==> config.mk <==
export PLATFORM = sky130hd
export DESIGN_NAME = tqvp_stevej_watchdog_multi
export DESIGN_NICKNAME = d
export VERILOG_FILES = /design/src/rtl/tqvp_wdm_pkg.sv /design/src/rtl/tqvp_wdm_channel.sv /design/src/rtl/tqvp_stevej_watchdog_multi.sv
export SDC_FILE = /design/constraint.sdc
export NUM_CORES = 1
export LEC_CHECK = 0
export ABC_CLOCK_PERIOD_IN_PS = 4550
export BUFFER_PORTS_ARGS = -buffer_cell sky130_fd_sc_hd__buf_2
export CAP_MARGIN = 20
export CORE_AREA = 2 2 117 232
export CTS_BUF_LIST = sky130_fd_sc_hd__clkbuf_16
export DETAILED_ROUTE_END_ITERATION = 10
export DIE_AREA = 0 0 119 234
export GPL_TIMING_DRIVEN = 0
export SLEW_MARGIN = 0
export SYNTH_ARGS = -nofsm -noshare
export SYNTH_HDL_FRONTEND = slang
export SYNTH_SLANG_ARGS = --single-unit
==> constraint.sdc <==
create_clock -name clk -period 4.55 [get_ports clk]
set_input_delay 0.2275 -clock clk [delete_from_list [all_inputs] [get_ports clk]]
set_output_delay 0.2275 -clock clk [all_outputs]
set_load 0.02 [all_outputs]
==> src/rtl/tqvp_wdm_pkg.sv <==
// Shared register map, bit positions and write-size encoding for the multi-channel watchdog.
package tqvp_wdm_pkg;

  localparam logic [2:0] OFF_CTRL   = 3'd0;
  localparam logic [2:0] OFF_OPEN   = 3'd1;
  localparam logic [2:0] OFF_CLOSE  = 3'd2;
  localparam logic [2:0] OFF_PAT    = 3'd3;
  localparam logic [2:0] OFF_STATUS = 3'd4;
  localparam logic [2:0] OFF_COUNT  = 3'd5;

  localparam logic [5:0] ADDR_PRESCALE = 6'h3C;
  localparam logic [5:0] ADDR_IRQ      = 6'h3D;
  localparam logic [5:0] ADDR_UI       = 6'h3E;

  localparam int unsigned CTRL_EN           = 0;
  localparam int unsigned CTRL_EARLY_CHK    = 1;
  localparam int unsigned CTRL_IRQ_EN_EXP   = 2;
  localparam int unsigned CTRL_IRQ_EN_FAULT = 3;

  localparam int unsigned ST_SAW_PAT = 0;
  localparam int unsigned ST_EXPIRED = 1;
  localparam int unsigned ST_EARLY   = 2;
  localparam int unsigned ST_BAD_KEY = 3;

  localparam logic [31:0] PAT_KEY_DEFAULT = 32'hA5C3_5A3C;

  typedef enum logic [1:0] {
    WR_BYTE = 2'b00,
    WR_HALF = 2'b01,
    WR_WORD = 2'b10,
    WR_NONE = 2'b11
  } wr_size_e;

endpackage

==> src/rtl/tqvp_wdm_channel.sv <==
// One watchdog channel: control/window registers, timer, pat evaluation and sticky W1C status.
module tqvp_wdm_channel #(
  parameter int unsigned CNT_W = 24
) (
  input  logic             clk,
  input  logic             rst_n,
  input  logic             tick_i,
  input  logic             wr_ctrl_i,
  input  logic             wr_open_i,
  input  logic             wr_close_i,
  input  logic             wr_pat_i,
  input  logic             wr_status_i,
  input  logic             key_ok_i,
  input  logic [CNT_W-1:0] wdata_i,
  output logic [3:0]       ctrl_o,
  output logic [CNT_W-1:0] open_o,
  output logic [CNT_W-1:0] close_o,
  output logic [3:0]       status_o,
  output logic [CNT_W-1:0] count_o,
  output logic             irq_o
);
  import tqvp_wdm_pkg::*;

  logic [3:0]       ctrl_q, ctrl_d, status_q, status_d, set_ev;
  logic [CNT_W-1:0] open_q, open_d, close_q, close_d, timer_q, timer_d;
  logic             en, expired, below_open, past_close, pat_hit;

  assign en         = ctrl_q[CTRL_EN];
  assign expired    = status_q[ST_EXPIRED];
  assign below_open = timer_q < open_q;
  assign past_close = timer_q > close_q;

  always_comb begin
    ctrl_d  = wr_ctrl_i ? wdata_i[3:0] : ctrl_q;
    open_d  = (wr_open_i && !en) ? wdata_i : open_q;
    close_d = (wr_close_i && !en) ? wdata_i : close_q;
    set_ev  = '0;
    pat_hit = 1'b0;
    if (wr_pat_i && en) begin
      if (!key_ok_i)                 set_ev[ST_BAD_KEY] = 1'b1;
      else if (below_open)           set_ev[ST_EARLY]   = ctrl_q[CTRL_EARLY_CHK];
      else if (!past_close && !expired) begin
        set_ev[ST_SAW_PAT] = 1'b1;
        pat_hit            = 1'b1;
      end
    end
    if (en && past_close) set_ev[ST_EXPIRED] = 1'b1;
    // The timer holds once it passes CLOSE, so it reads CLOSE+1 while expiry is pending or set.
    timer_d = timer_q;
    if (!en || pat_hit)
      timer_d = '0;
    else if (tick_i && !expired && !past_close && (timer_q != '1))
      timer_d = timer_q + 1'b1;
    status_d = (status_q & ~(wr_status_i ? wdata_i[3:0] : 4'h0)) | set_ev;
  end

  always_ff @(posedge clk) begin
    if (!rst_n) begin
      ctrl_q   <= '0;
      open_q   <= '0;
      close_q  <= '0;
      timer_q  <= '0;
      status_q <= '0;
    end else begin
      ctrl_q   <= ctrl_d;
      open_q   <= open_d;
      close_q  <= close_d;
      timer_q  <= timer_d;
      status_q <= status_d;
    end
  end

  assign ctrl_o   = ctrl_q;
  assign open_o   = open_q;
  assign close_o  = close_q;
  assign status_o = status_q;
  assign count_o  = timer_q;
  assign irq_o    = (status_q[ST_EXPIRED] & ctrl_q[CTRL_IRQ_EN_EXP]) |
                    ((status_q[ST_EARLY] | status_q[ST_BAD_KEY]) & ctrl_q[CTRL_IRQ_EN_FAULT]);

endmodule

==> src/rtl/tqvp_stevej_watchdog_multi.sv <==
// Multi-channel windowed watchdog: shared prescaler, address decode, read mux and interrupt combine.
module tqvp_stevej_watchdog_multi
  import tqvp_wdm_pkg::*;
#(
  parameter int unsigned NUM_CH  = 2,
  parameter int unsigned CNT_W   = 24,
  parameter int unsigned PRE_W   = 8,
  parameter logic [31:0] PAT_KEY = PAT_KEY_DEFAULT
) (
  input  logic        clk,
  input  logic        rst_n,
  input  logic [7:0]  ui_in,
  output logic [7:0]  uo_out,
  input  logic [5:0]  address,
  input  logic [31:0] data_in,
  input  logic [1:0]  data_write_n,
  input  logic [1:0]  data_read_n,
  output logic [31:0] data_out,
  output logic        data_ready,
  output logic        user_interrupt
);

  wr_size_e          wr_size;
  logic              wr_en, key_ok, tick, wr_prescale, irq_q, irq_d;
  logic [31:0]       wdata;
  logic [2:0]        ch_sel, off_sel;
  logic [PRE_W-1:0]  prescale_q, prescale_d, pcnt_q, pcnt_d;
  logic [7:0][31:0]  rd_all;
  logic [3:0]        exp_vec, irq_vec;
  logic              unused_ok;

  assign wr_size = wr_size_e'(data_write_n);
  assign wr_en   = wr_size != WR_NONE;
  assign key_ok  = (wr_size == WR_WORD) && (data_in == PAT_KEY);
  assign ch_sel  = address[5:3];
  assign off_sel = address[2:0];

  always_comb begin
    case (wr_size)
      WR_BYTE: wdata = {24'h0, data_in[7:0]};
      WR_HALF: wdata = {16'h0, data_in[15:0]};
      default: wdata = data_in;
    endcase
  end

  assign wr_prescale = wr_en && (address == ADDR_PRESCALE);
  assign tick        = pcnt_q == prescale_q;

  always_comb begin
    prescale_d = prescale_q;
    pcnt_d     = tick ? '0 : pcnt_q + 1'b1;
    if (wr_prescale) begin
      prescale_d = wdata[PRE_W-1:0];
      pcnt_d     = '0;
    end
  end

  for (genvar c = 0; c < NUM_CH; c++) begin : g_ch
    logic             wr_ch;
    logic [3:0]       ctrl, status;
    logic [CNT_W-1:0] open_v, close_v, count;
    logic             irq;
    logic [31:0]      rd_data;

    assign wr_ch = wr_en && (ch_sel == 3'(c));

    tqvp_wdm_channel #(.CNT_W(CNT_W)) u_ch (
      .clk         (clk),
      .rst_n       (rst_n),
      .tick_i      (tick),
      .wr_ctrl_i   (wr_ch && (off_sel == OFF_CTRL)),
      .wr_open_i   (wr_ch && (off_sel == OFF_OPEN)),
      .wr_close_i  (wr_ch && (off_sel == OFF_CLOSE)),
      .wr_pat_i    (wr_ch && (off_sel == OFF_PAT)),
      .wr_status_i (wr_ch && (off_sel == OFF_STATUS)),
      .key_ok_i    (key_ok),
      .wdata_i     (wdata[CNT_W-1:0]),
      .ctrl_o      (ctrl),
      .open_o      (open_v),
      .close_o     (close_v),
      .status_o    (status),
      .count_o     (count),
      .irq_o       (irq)
    );

    always_comb begin
      case (off_sel)
        OFF_CTRL:   rd_data = 32'(ctrl);
        OFF_OPEN:   rd_data = 32'(open_v);
        OFF_CLOSE:  rd_data = 32'(close_v);
        OFF_STATUS: rd_data = 32'(status);
        OFF_COUNT:  rd_data = 32'(count);
        default:    rd_data = '0;
      endcase
    end

    assign rd_all[c]  = rd_data;
    assign exp_vec[c] = status[ST_EXPIRED];
    assign irq_vec[c] = irq;
  end

  for (genvar c = NUM_CH; c < 8; c++) begin : g_rd_pad
    assign rd_all[c] = '0;
  end

  for (genvar c = NUM_CH; c < 4; c++) begin : g_vec_pad
    assign exp_vec[c] = 1'b0;
    assign irq_vec[c] = 1'b0;
  end

  always_comb begin
    case (address)
      ADDR_PRESCALE: data_out = 32'(prescale_q);
      ADDR_IRQ:      data_out = 32'(irq_vec);
      ADDR_UI:       data_out = {24'h0, ui_in};
      default:       data_out = rd_all[ch_sel];
    endcase
  end

  assign irq_d = |irq_vec;

  always_ff @(posedge clk) begin
    if (!rst_n) begin
      prescale_q <= '0;
      pcnt_q     <= '0;
      irq_q      <= 1'b0;
    end else begin
      prescale_q <= prescale_d;
      pcnt_q     <= pcnt_d;
      irq_q      <= irq_d;
    end
  end

  assign user_interrupt = irq_q;
  assign uo_out         = {irq_q, ~irq_q, 2'b00, exp_vec};
  assign data_ready     = 1'b1;
  assign unused_ok      = &{1'b0, data_read_n, wdata};

endmodule
After elaboration in Yosys (flattened, before gate mapping):

Index checks and enable logic that the tools add are counted.

* bitwise gates (word level): 16
* equal/unequal tests: 16
* mux-type cells: 25
* reduce and logical (&&, ||, !) cells: 45
* order comparisons: 5
* add/sub/neg operators: 3

Operators by type and width (number)
* $pmux 24 s5: 2
* $bmux 32 s3: 1
* $pmux 32 s3: 1
* $add 24x1->24 const B: 2
* $gt 24x24->1: 2
* $lt 24x24->1: 2
* $ne 24x24->1 const B: 2
* $pmux 24 s2: 1
* $eq 32x32->1 const B: 1
* $mux 32: 1
* $logic_and 1x1->1: 30
* $eq 6x6->1 const B: 3
* $mux 1: 15
* $add 8x1->8 const B: 1
* $and 4x4->4: 2
* $eq 8x8->1: 1
* $mux 4: 2
* $not 4->4: 2
* $or 4x4->4: 2
* $eq 3x1->1 const B: 2
* $eq 3x2->1 const B: 2
* $eq 3x3->1 const B: 2
* $logic_not 1->1: 6
* $logic_not 3->1: 2
* other kinds (12): 23

* flip-flop bits (word level): 177

Logic depth before layout (Yosys ltp):

Gate-level depths: netlist of the first run.

* depth after elaboration: 9
* mapped depth: 12
* depth with buffers taken out: 9

Modules after synthesis:

A second synthesis of the first run with hierarchy kept.

* cell total of the unflattened synthesis: 1486
* area, all modules: 11959.0 µm²

Modules (own cells, without submodules)
* tqvp_wdm_channel: instances 2, cells each 573, seq. area each 1601.5 µm², area an instance 4618.2 µm²
* tqvp_stevej_watchdog_multi: instances 1, cells each 340, seq. area each 340.3 µm², area an instance 2722.6 µm²

Least setup slack after synthesis of the first run:

No wires, ideal clock.

* kind: register to register
* start: register g_ch[1].u_ch.close_q[5]
* end: register g_ch[1].u_ch.timer_q[21]
* library setup time: 0.070 ns
* buffers on the path: 1
* clock period less this slack: 2.472 ns
* path slack: 2.078 ns
* cell stages (with the launch flop): 11
* required time: 4.480 ns
* arrival time: 2.401 ns
* cell sequence: dfxtp_1 -> inv_1 -> ha_1 -> a211oi_2 -> nor2_1 -> o311ai_0 -> a22o_1 -> nand2_2 -> buf_6 -> or4_1 -> a21oi_1

* word-level cells in the longest chain between the ends: 9

RTL lines
* from (decl): line tqvp_wdm_channel.sv:25 `logic [CNT_W-1:0] open_q, open_d, close_q, close_d, timer_q, timer_d;`
* from (signal assigned): line tqvp_wdm_channel.sv:67 `close_q <= close_d;`
* $gt 24x24->1 *: line tqvp_wdm_channel.sv:31 `assign past_close = timer_q > close_q;`
* $logic_not 1->1 *: line tqvp_wdm_channel.sv:42, tqvp_wdm_channel.sv:52
* $logic_and 1x1->1: line tqvp_wdm_channel.sv:42 `else if (!past_close && !expired) begin`
* $mux 1: line tqvp_wdm_channel.sv:42
* $mux 1: line tqvp_wdm_channel.sv:41 `else if (below_open) set_ev[ST_EARLY] = ctrl_q[CTRL_EARLY_CHK];`
* $mux 1: line tqvp_wdm_channel.sv:40 `if (!key_ok_i) set_ev[ST_BAD_KEY] = 1'b1;`
* $mux 1: line tqvp_wdm_channel.sv:39 `if (wr_pat_i && en) begin`
* $logic_or 1x1->1: line tqvp_wdm_channel.sv:50 `if (!en || pat_hit)`
* $reduce_or 2->1 (no source line)
* to (signal assigned): line tqvp_wdm_channel.sv:68 `timer_q <= timer_d;`
* to (decl): line tqvp_wdm_channel.sv:25

Mark *: on every way between the ends. The rest lies on a longest branch, timed or not.
A chain may end at the register's enable or synchronous reset.

Worst setup path in the final report of the first run:

* start: register g_ch[0].u_ch.timer_q[7]
* end: register g_ch[0].u_ch.timer_q[5]

* word-level cells in the longest chain between the ends: 9

RTL lines (line)
* from (decl): tqvp_wdm_channel.sv:25
* from (signal assigned): tqvp_wdm_channel.sv:68
* $gt 24x24->1: tqvp_wdm_channel.sv:31
* $logic_not 1->1: tqvp_wdm_channel.sv:42, tqvp_wdm_channel.sv:52
* $logic_and 1x1->1: tqvp_wdm_channel.sv:42
* $mux 1: tqvp_wdm_channel.sv:42
* $mux 1: tqvp_wdm_channel.sv:41
* $mux 1: tqvp_wdm_channel.sv:40
* $mux 1: tqvp_wdm_channel.sv:39
* $logic_or 1x1->1: tqvp_wdm_channel.sv:50
* $reduce_or 2->1 (no source line)

Several ways; a longest one is shown, not always the timed one.

==> results by group, run 1 <==
Worst setup path
  – R2R setup slack: 840 ps
  – Critical path type: reg2reg
  – Worst-path fanout max: 10
  – CP Buf/Inv Count: 1
  – Worst R2R Path Depth: 9
  – Worst setup SP type: register
  – Worst path slowest cell: a41oi_1
  – Worst path required time: 4930 ps
  – Crit-path leading delay family: compound AO/OA/AOI/OAI gates
  – Worst path cell trace: ha_1 > a211o_1 > a31oi_1 > o21ai_1 > a2111o_1 > a41oi_1 > o311ai_2 > buf_2 > a21oi_1
  – Crit end category: register
  – Capturing point of the worst reg2reg path: g_ch[0].u_ch.count_o[5]$_SDFFE_PP0P_
  – CP arrival: 4090 ps
  – Max incr delay on CP: 780 ps
  – R2R Path Start: g_ch[0].u_ch.count_o[7]$_SDFFE_PP0P_

Logic synthesis
  – Synth area leaders: dfxtp_1, ha_1, nand2_1
  – Post-Syn Instances: 1,512
  – Synthesized area: 11,600 um2
  – Compound-gate portion of the synthesized area: 21.3%
  – Post-synthesis mux area share: 3.07%
  – Avg Inst Size Synth: 7.66 um2
  – Post-synth top area cell: dfxtp_1
  – Sequential share of the synthesized area: 30.6%
  – Simple-Gate Fraction of Synth Area: 25.7%
  – XOR/XNOR Fraction of Synth Area: 1.21%
  – Yosys reg bits: 177
  – Combinational family with the most area after synthesis: simple AND/OR/NAND/NOR gates
  – Count leader, synth: nand2_1
  – Post-synth top area share: 30.6%
  – Yosys warning count: 0
  – Post-synth EDFFs: 0
  – Most frequent cells after synthesis: nand2_1, dfxtp_1, a21oi_1, o21ai_0, inv_1
  – Yosys cell types: 67
  – Post-synth top flop: dfxtp_1
  – Adder-Cell Fraction of Synth Area: 10.5%
  – Post-synth ARST share: 0%

Global routing
  – Initial antenna violation count: 0
  – Gr ovfl total: 0
  – Largest net degree at the start of global routing: 17
  – Vias in the first global route: 11,300
  – First-pass GRT wire length: 62.3 mm
  – Tot GR Track Use: 29.5%

Clock tree
  – CTS Buffer Depth: 2
  – CTS sink cnt: 177
  – Post-cts sizing count: 0
  – Clk slew on worst S/H paths: 70 ps
  – Clk_lat worst skew: 460 ps
  – Number of post-CTS setup repair buffers: 0
  – H-tree levels: 4
  – Cts hold-fix bufs: 0
  – Clk root buf: clkbuf_16
  – CTS tree: yes
  – TritonCTS buffer count: 17

Floorplanning
  – I/O pin count: 94
  – Starting Density: 44.2%
  – Core box area: 26,200 um2
  – Die Span Y: 234 um
  – Number of cell rows: 84
  – Die Span X: 119 um
  – Die ar.: 27,800 um2

Layout
  – Nets: 1,761
  – P&R area growth vs syn: 12.2%
  – FILL cells: 2,672
  – Share of cells above drive strength 1: 8.86%
  – ANT cells: 0

Power and ir drop
  – Peak supply drop: 0.277 mV
  – Leakage: 4.91 nW
  – Cell Pwr Density: 263 nW/um2

Timing
  – Setup Viol. Count Final: 0
  – Max Freq: 269 MHz
  – Minimum clock period: 3710 ps
  – Unrepaired setup endpoints after global routing: no
  – Slew Viols, Final: 0
  – Final hold vios: 0
  – Relative slew slack: 19.6%
  – Final Skew: 7.87 ps
  – Final period utilization: 81.6%
  – Least-Margin Pin Slew: 1200 ps
  – Final setup TNS: 0 ps
  – Fin worst setup slack: 839 ps

Detailed routing
  – Routed Antenna Nets: 0
  – # DRC: 0
  – Detailed-route via count: 11,400
  – Wire length per cell: 20.7 um
  – WL final: 40.7 mm
  – Number of vias per cell: 5.77
  – Initial detailed-routing violation count: 605
  – DRT Pass-1 Iters: 5

Placed design
  – Post-place setup slack: 900 ps
  – GPL Wtd Cong: 0.931
  – Post-DP HPWL: 32.6 mm
  – Port Buffer Count: 70

Flow run
  – Max Cap Violations: 0

Min path
  – HP Class: in2reg
  – Min-Delay Path Depth: 3
  – Hold Startpoint: data_in[7]
  – Worst Hold End: g_ch[0].u_ch.close_o[7]$_SDFFE_PN0P_

Run status
  – Outcome: complete, no violations
## cell type report
class | instances | area (um2) | area share (%)
multi-input combinational | 1138 | 7200 | 55.4
timing repair buffer | 70 | 350 | 2.70
inverter | 106 | 398 | 3.06
tap | 344 | 430 | 3.31
sequential | 177 | 3540 | 27.3
clock buffer | 17 | 425 | 3.28
clock inverter | 15 | 164 | 1.26
buffer | 102 | 477 | 3.67
## routing by layer
metal	routed length, um	part of all wire (%)	up-vias	GRT usage (%)
met2	21700	53	326	56.0
met4	3180	7.8	0	22.7
li1	-	-	5516	-
met3	1200	2.9	137	3.62
met1	14700	36	5380	28.5
met5	0	0	-	0
## stage by stage
step | instance area [um2] | hold WS, ps | utilization (%) | power [mW] | cells
floorplan | 11600 | 372 | - | 1.77 | 1523
global placement | 12400 | 468 | 47.4 | 1.90 | 1937
detailed placement | 12400 | 472 | 47.4 | 1.91 | 1937
CTS | 13000 | 97.8 | 49.6 | 3.43 | 1969
global route | 13000 | 115 | 49.6 | 3.51 | 1969
finish | 13000 | 108 | 49.6 | 3.42 | 1969
## cells in the final DEF (no fill, tap or decap), types with 14 or more instances in the layout
cell type,instances
clkbuf_1,69
o31ai_1,25
nand2_1,244
xor2_1,14
and3_1,19
ha_1,97
nor2b_1,33
buf_2,76
dfxtp_1,177
nor2_1,33
clkbuf_16,17
and2_1,72
buf_4,17
nand4_1,28
a21boi_0,38
a21oi_1,116
or3_1,17
mux2i_1,31
nand3_1,59
o21ai_0,110
a22oi_1,47
or4_1,25
inv_1,106
## worst min-delay path, cell delays in order
cell and delay, ps:
buf_2 160, nand2_1 70, a21boi_0 60
## kinds of logic (layout without fill, tap and decap cells)
family / after synthesis / in the layout
other: 2 / 13
buffers and inverters: 208 / 310
AO/OA/AOI/OAI: 398 / 398
adder cells (fa/ha/maj): 97 / 97
AND/OR/NAND/NOR: 581 / 581
multiplexers: 33 / 33
XOR/XNOR: 16 / 16
flip-flops: 177 / 177
## registers in the layout (all words and copies together) (netlist names)
name	flops
g_ch.u_ch.close_o	48
g_ch.u_ch.count_o	48
g_ch.u_ch.open_o	48
g_ch.u_ch.ctrl_o	8
g_ch.u_ch.status_o	8
pcnt_q	8
prescale_q	8
user_interrupt	1
## worst max-delay path by stage
stage / from / end / cells past startpoint
6_report: g_ch[0].u_ch.count_o[7]$_SDFFE_PP0P_ / g_ch[0].u_ch.count_o[5]$_SDFFE_PP0P_ / 9
5_1_grt: g_ch[0].u_ch.count_o[7]$_SDFFE_PP0P_ / g_ch[0].u_ch.count_o[17]$_SDFFE_PP0P_ / 9
4_1_cts: g_ch[0].u_ch.count_o[7]$_SDFFE_PP0P_ / g_ch[0].u_ch.count_o[20]$_SDFFE_PP0P_ / 9
3_3_place_gp: g_ch[0].u_ch.count_o[7]$_SDFFE_PP0P_ / g_ch[0].u_ch.count_o[20]$_SDFFE_PP0P_ / 9
3_5_place_dp: g_ch[0].u_ch.count_o[7]$_SDFFE_PP0P_ / g_ch[0].u_ch.count_o[20]$_SDFFE_PP0P_ / 9
2_1_floorplan: g_ch[1].u_ch.close_o[5]$_SDFFE_PN0P_ / g_ch[1].u_ch.count_o[21]$_SDFFE_PP0P_ / 10
## power breakdown
part           switching, mW  leakage [nW]  internal (mW)  total (mW)
Sequential           0.00534          1.43           1.55        1.56
Combinational          0.225          3.19         0.0915       0.316
Clock                  0.682         0.291          0.861        1.54
Total                  0.912          4.91           2.51        3.42
No activity file was read; power rests on OpenSTA's default activity.
==> inputs of run 2 (changes only) <==
- ABC_CLOCK_PERIOD_IN_PS: 4550 -> 3000
- clock period: 4.55 -> 3 ns (I/O delays scaled with it)
==> run 2 against run 1 <==
Compared with the run above:
- hold slack got worse by 73 ps
- utilization increased by 0.87 points
- count of clock-buffer cells in the layout unchanged
- critical endpoint is now g_ch[1].u_ch.count_o[2]$_SDFFE_PP0P_
- largest power group unchanged
- non-clock buffer count increased by 11
- flip-flop and latch count unchanged
- first-iteration DRC count increased by 13%
- worst setup slack got worse by 750 ps
- final cell count increased by 0.56%
- wire length increased by 0.66%
- largest cell class unchanged
- combinational power increased by 61%
- total power increased by 53%
==> results by group, run 2 (synthesis results as in run 1) <==
Run status
  – Outcome: complete, no violations

Power and ir drop
  – Part of the power in registers: 45.4%
  – Peak supply drop: 0.424 mV
  – Pint: 3.82 mW
  – Leakage: 5.03 nW
  – Power share of the clock group: 44.9%
  – Sw Pwr: 1.39 mW
  – Switching part of the total: 26.7%
  – Cell Pwr Density: 394 nW/um2
  – Combinational power share: 9.8%

Detailed routing
  – Routed Antenna Nets: 0
  – Number of vias per cell: 5.78
  – WL final: 41.0 mm
  – Detailed-route via count: 11,500
  – Wire length per cell: 20.7 um
  – DRT Pass-1 Iters: 5
  – # DRC: 0
  – Initial detailed-routing violation count: 683

Worst setup path
  – Worst-path fanout max: 10
  – Capturing point of the worst reg2reg path: g_ch[1].u_ch.count_o[2]$_SDFFE_PP0P_
  – Crit end category: register
  – R2R setup slack: 90 ps
  – CP arrival: 3250 ps
  – Worst R2R Path Depth: 9
  – Worst path required time: 3340 ps
  – Max incr delay on CP: 500 ps
  – Worst path slowest cell: o211ai_1
  – Worst setup SP type: register
  – Worst path cell trace: inv_1 > ha_1 > and4_1 > nand3_1 > or3_1 > o211ai_1 > a31o_2 > clkbuf_2 > nor2_1
  – Critical path type: reg2reg
  – R2R Path Start: g_ch[1].u_ch.open_o[23]$_SDFFE_PN0P_

Placed design
  – Port Buffer Count: 70
  – Post-DP HPWL: 32.6 mm
  – GPL Wtd Cong: 0.931
  – DP Area: 12,400 um2

Clock tree
  – CTS sink cnt: 177
  – Clk root buf: clkbuf_16
  – CTS Buffer Depth: 2
  – Cts hold-fix bufs: 0
  – Clk slew on worst S/H paths: 70 ps
  – CTS tree: yes
  – Clk_lat worst skew: 460 ps
  – H-tree levels: 4
  – TritonCTS buffer count: 17

Layout
  – Nets: 1,772
  – Final Cell Area: 13,200 um2
  – ANT cells: 0
  – Share of cells above drive strength 1: 11.6%
  – Most frequent cells in the layout: nand2_1, dfxtp_1, a21oi_1, o21ai_0, inv_1
  – P&R area growth vs syn: 14.1%
  – Register area: 3560 um2
  – FILL cells: 2,658
  – Most common cell after layout, fill and taps aside: nand2_1
  – Area of the multi-input gates: 7290 um2

Floorplanning
  – Die ar.: 27,800 um2
  – Core box area: 26,200 um2
  – Die Span Y: 234 um
  – Starting Density: 44.2%
  – Die Span X: 119 um
  – I/O pin count: 94
  – Number of cell rows: 84

Timing
  – Setup Viol. Count Final: 0
  – Final Skew: 8.10 ps
  – Final setup TNS: 0 ps
  – Least-Margin Pin Slew: 1010 ps
  – Final hold vios: 0
  – Slew Viols, Final: 0
  – Unrepaired setup endpoints after global routing: no
  – Minimum clock period: 2910 ps
  – Max Freq: 344 MHz
  – Final period utilization: 97.0%
  – Relative slew slack: 32.3%

Min path
  – Min-Delay Path Depth: 3
  – Worst Hold End: g_ch[1].u_ch.open_o[7]$_SDFFE_PN0P_
  – Hold Startpoint: data_in[7]
  – HP Class: in2reg

Global routing
  – Gr ovfl total: 0
  – First-pass GRT wire length: 62.4 mm
  – Tot GR Track Use: 29.5%
  – Largest net degree at the start of global routing: 17
  – Initial antenna violation count: 0
  – Vias in the first global route: 11,300

Flow run
  – Max Cap Violations: 0
[run 2: worst max-delay path by stage]
| stage | startpoint | endpoint | slack, ps | depth (start not counted) |
|---|---|---|---|---|
| final | g_ch[1].u_ch.open_o[23]$_SDFFE_PN0P_ | g_ch[1].u_ch.count_o[2]$_SDFFE_PP0P_ | 90 | 9 |
| after global routing | g_ch[1].u_ch.count_o[19]$_SDFFE_PP0P_ | g_ch[1].u_ch.count_o[1]$_SDFFE_PP0P_ | 7 | 11 |
| after CTS | g_ch[0].u_ch.count_o[7]$_SDFFE_PP0P_ | g_ch[0].u_ch.count_o[17]$_SDFFE_PP0P_ | 0.8 | 10 |
| after detailed placement | g_ch[0].u_ch.count_o[7]$_SDFFE_PP0P_ | g_ch[0].u_ch.count_o[20]$_SDFFE_PP0P_ | -650 | 9 |
| after global placement | g_ch[0].u_ch.count_o[7]$_SDFFE_PP0P_ | g_ch[0].u_ch.count_o[20]$_SDFFE_PP0P_ | -690 | 9 |
| after floorplan | g_ch[1].u_ch.close_o[5]$_SDFFE_PN0P_ | g_ch[1].u_ch.count_o[21]$_SDFFE_PP0P_ | 530 | 10 |
[run 2: what timing repair did]
item                                    CTS  global route
buffers inserted                          3             8
gates cloned                              0             0
gates resized for setup                  17            32
endpoints found under the setup margin   49            65
pin swaps                                 5             9
[run 2: cell type report]
cell class	instances	area share, %
buffer	102	3.80
clock buffer	17	3.22
clock inverter	15	1.24
inverter	106	3.01
multi-input combinational	1138	55.1
sequential	177	27.0
tap	344	3.26
timing repair buffer	81	3.37
[run 2: power by group through the flow]
stage / registers, mW / clock network (mW) / logic [mW]
after floorplan: 2.42 / 0 / 0.276
after global placement: 2.42 / 0 / 0.468
after detailed placement: 2.42 / 0 / 0.471
after CTS: 2.36 / 2.36 / 0.486
after global routing: 2.36 / 2.45 / 0.543
final: 2.36 / 2.34 / 0.510
[run 2: stage by stage]
step	utilization [%]	hold WS, ps	power (mW)	cells	worst slack, ps
floorplan	-	295	2.69	1523	528
global placement	47.4	468	2.89	1937	-688
detailed placement	47.4	472	2.89	1937	-650
CTS	50.0	20.3	5.21	1972	0.769
global route	50.5	37.1	5.36	1980	7.09
finish	50.5	34.4	5.21	1980	89.6
[run 2: worst max-delay path: cells and delay by family, from the launching register on]
family | cells | cell delay [ps]
adder cells (fa/ha/maj) | 1 | 300
AO/OA/AOI/OAI | 2 | 860
buffers and inverters | 2 | 370
flip-flops | 1 | 370
AND/OR/NAND/NOR | 4 | 880
[run 2: per-layer routing]
| metal | track usage [%] | routed length (um) |
|---|---|---|
| met1 | 28.5 | 14700 |
| met2 | 56.0 | 21800 |
| met3 | 3.62 | 1260 |
| met4 | 23.0 | 3180 |
| met5 | 0 | 0 |
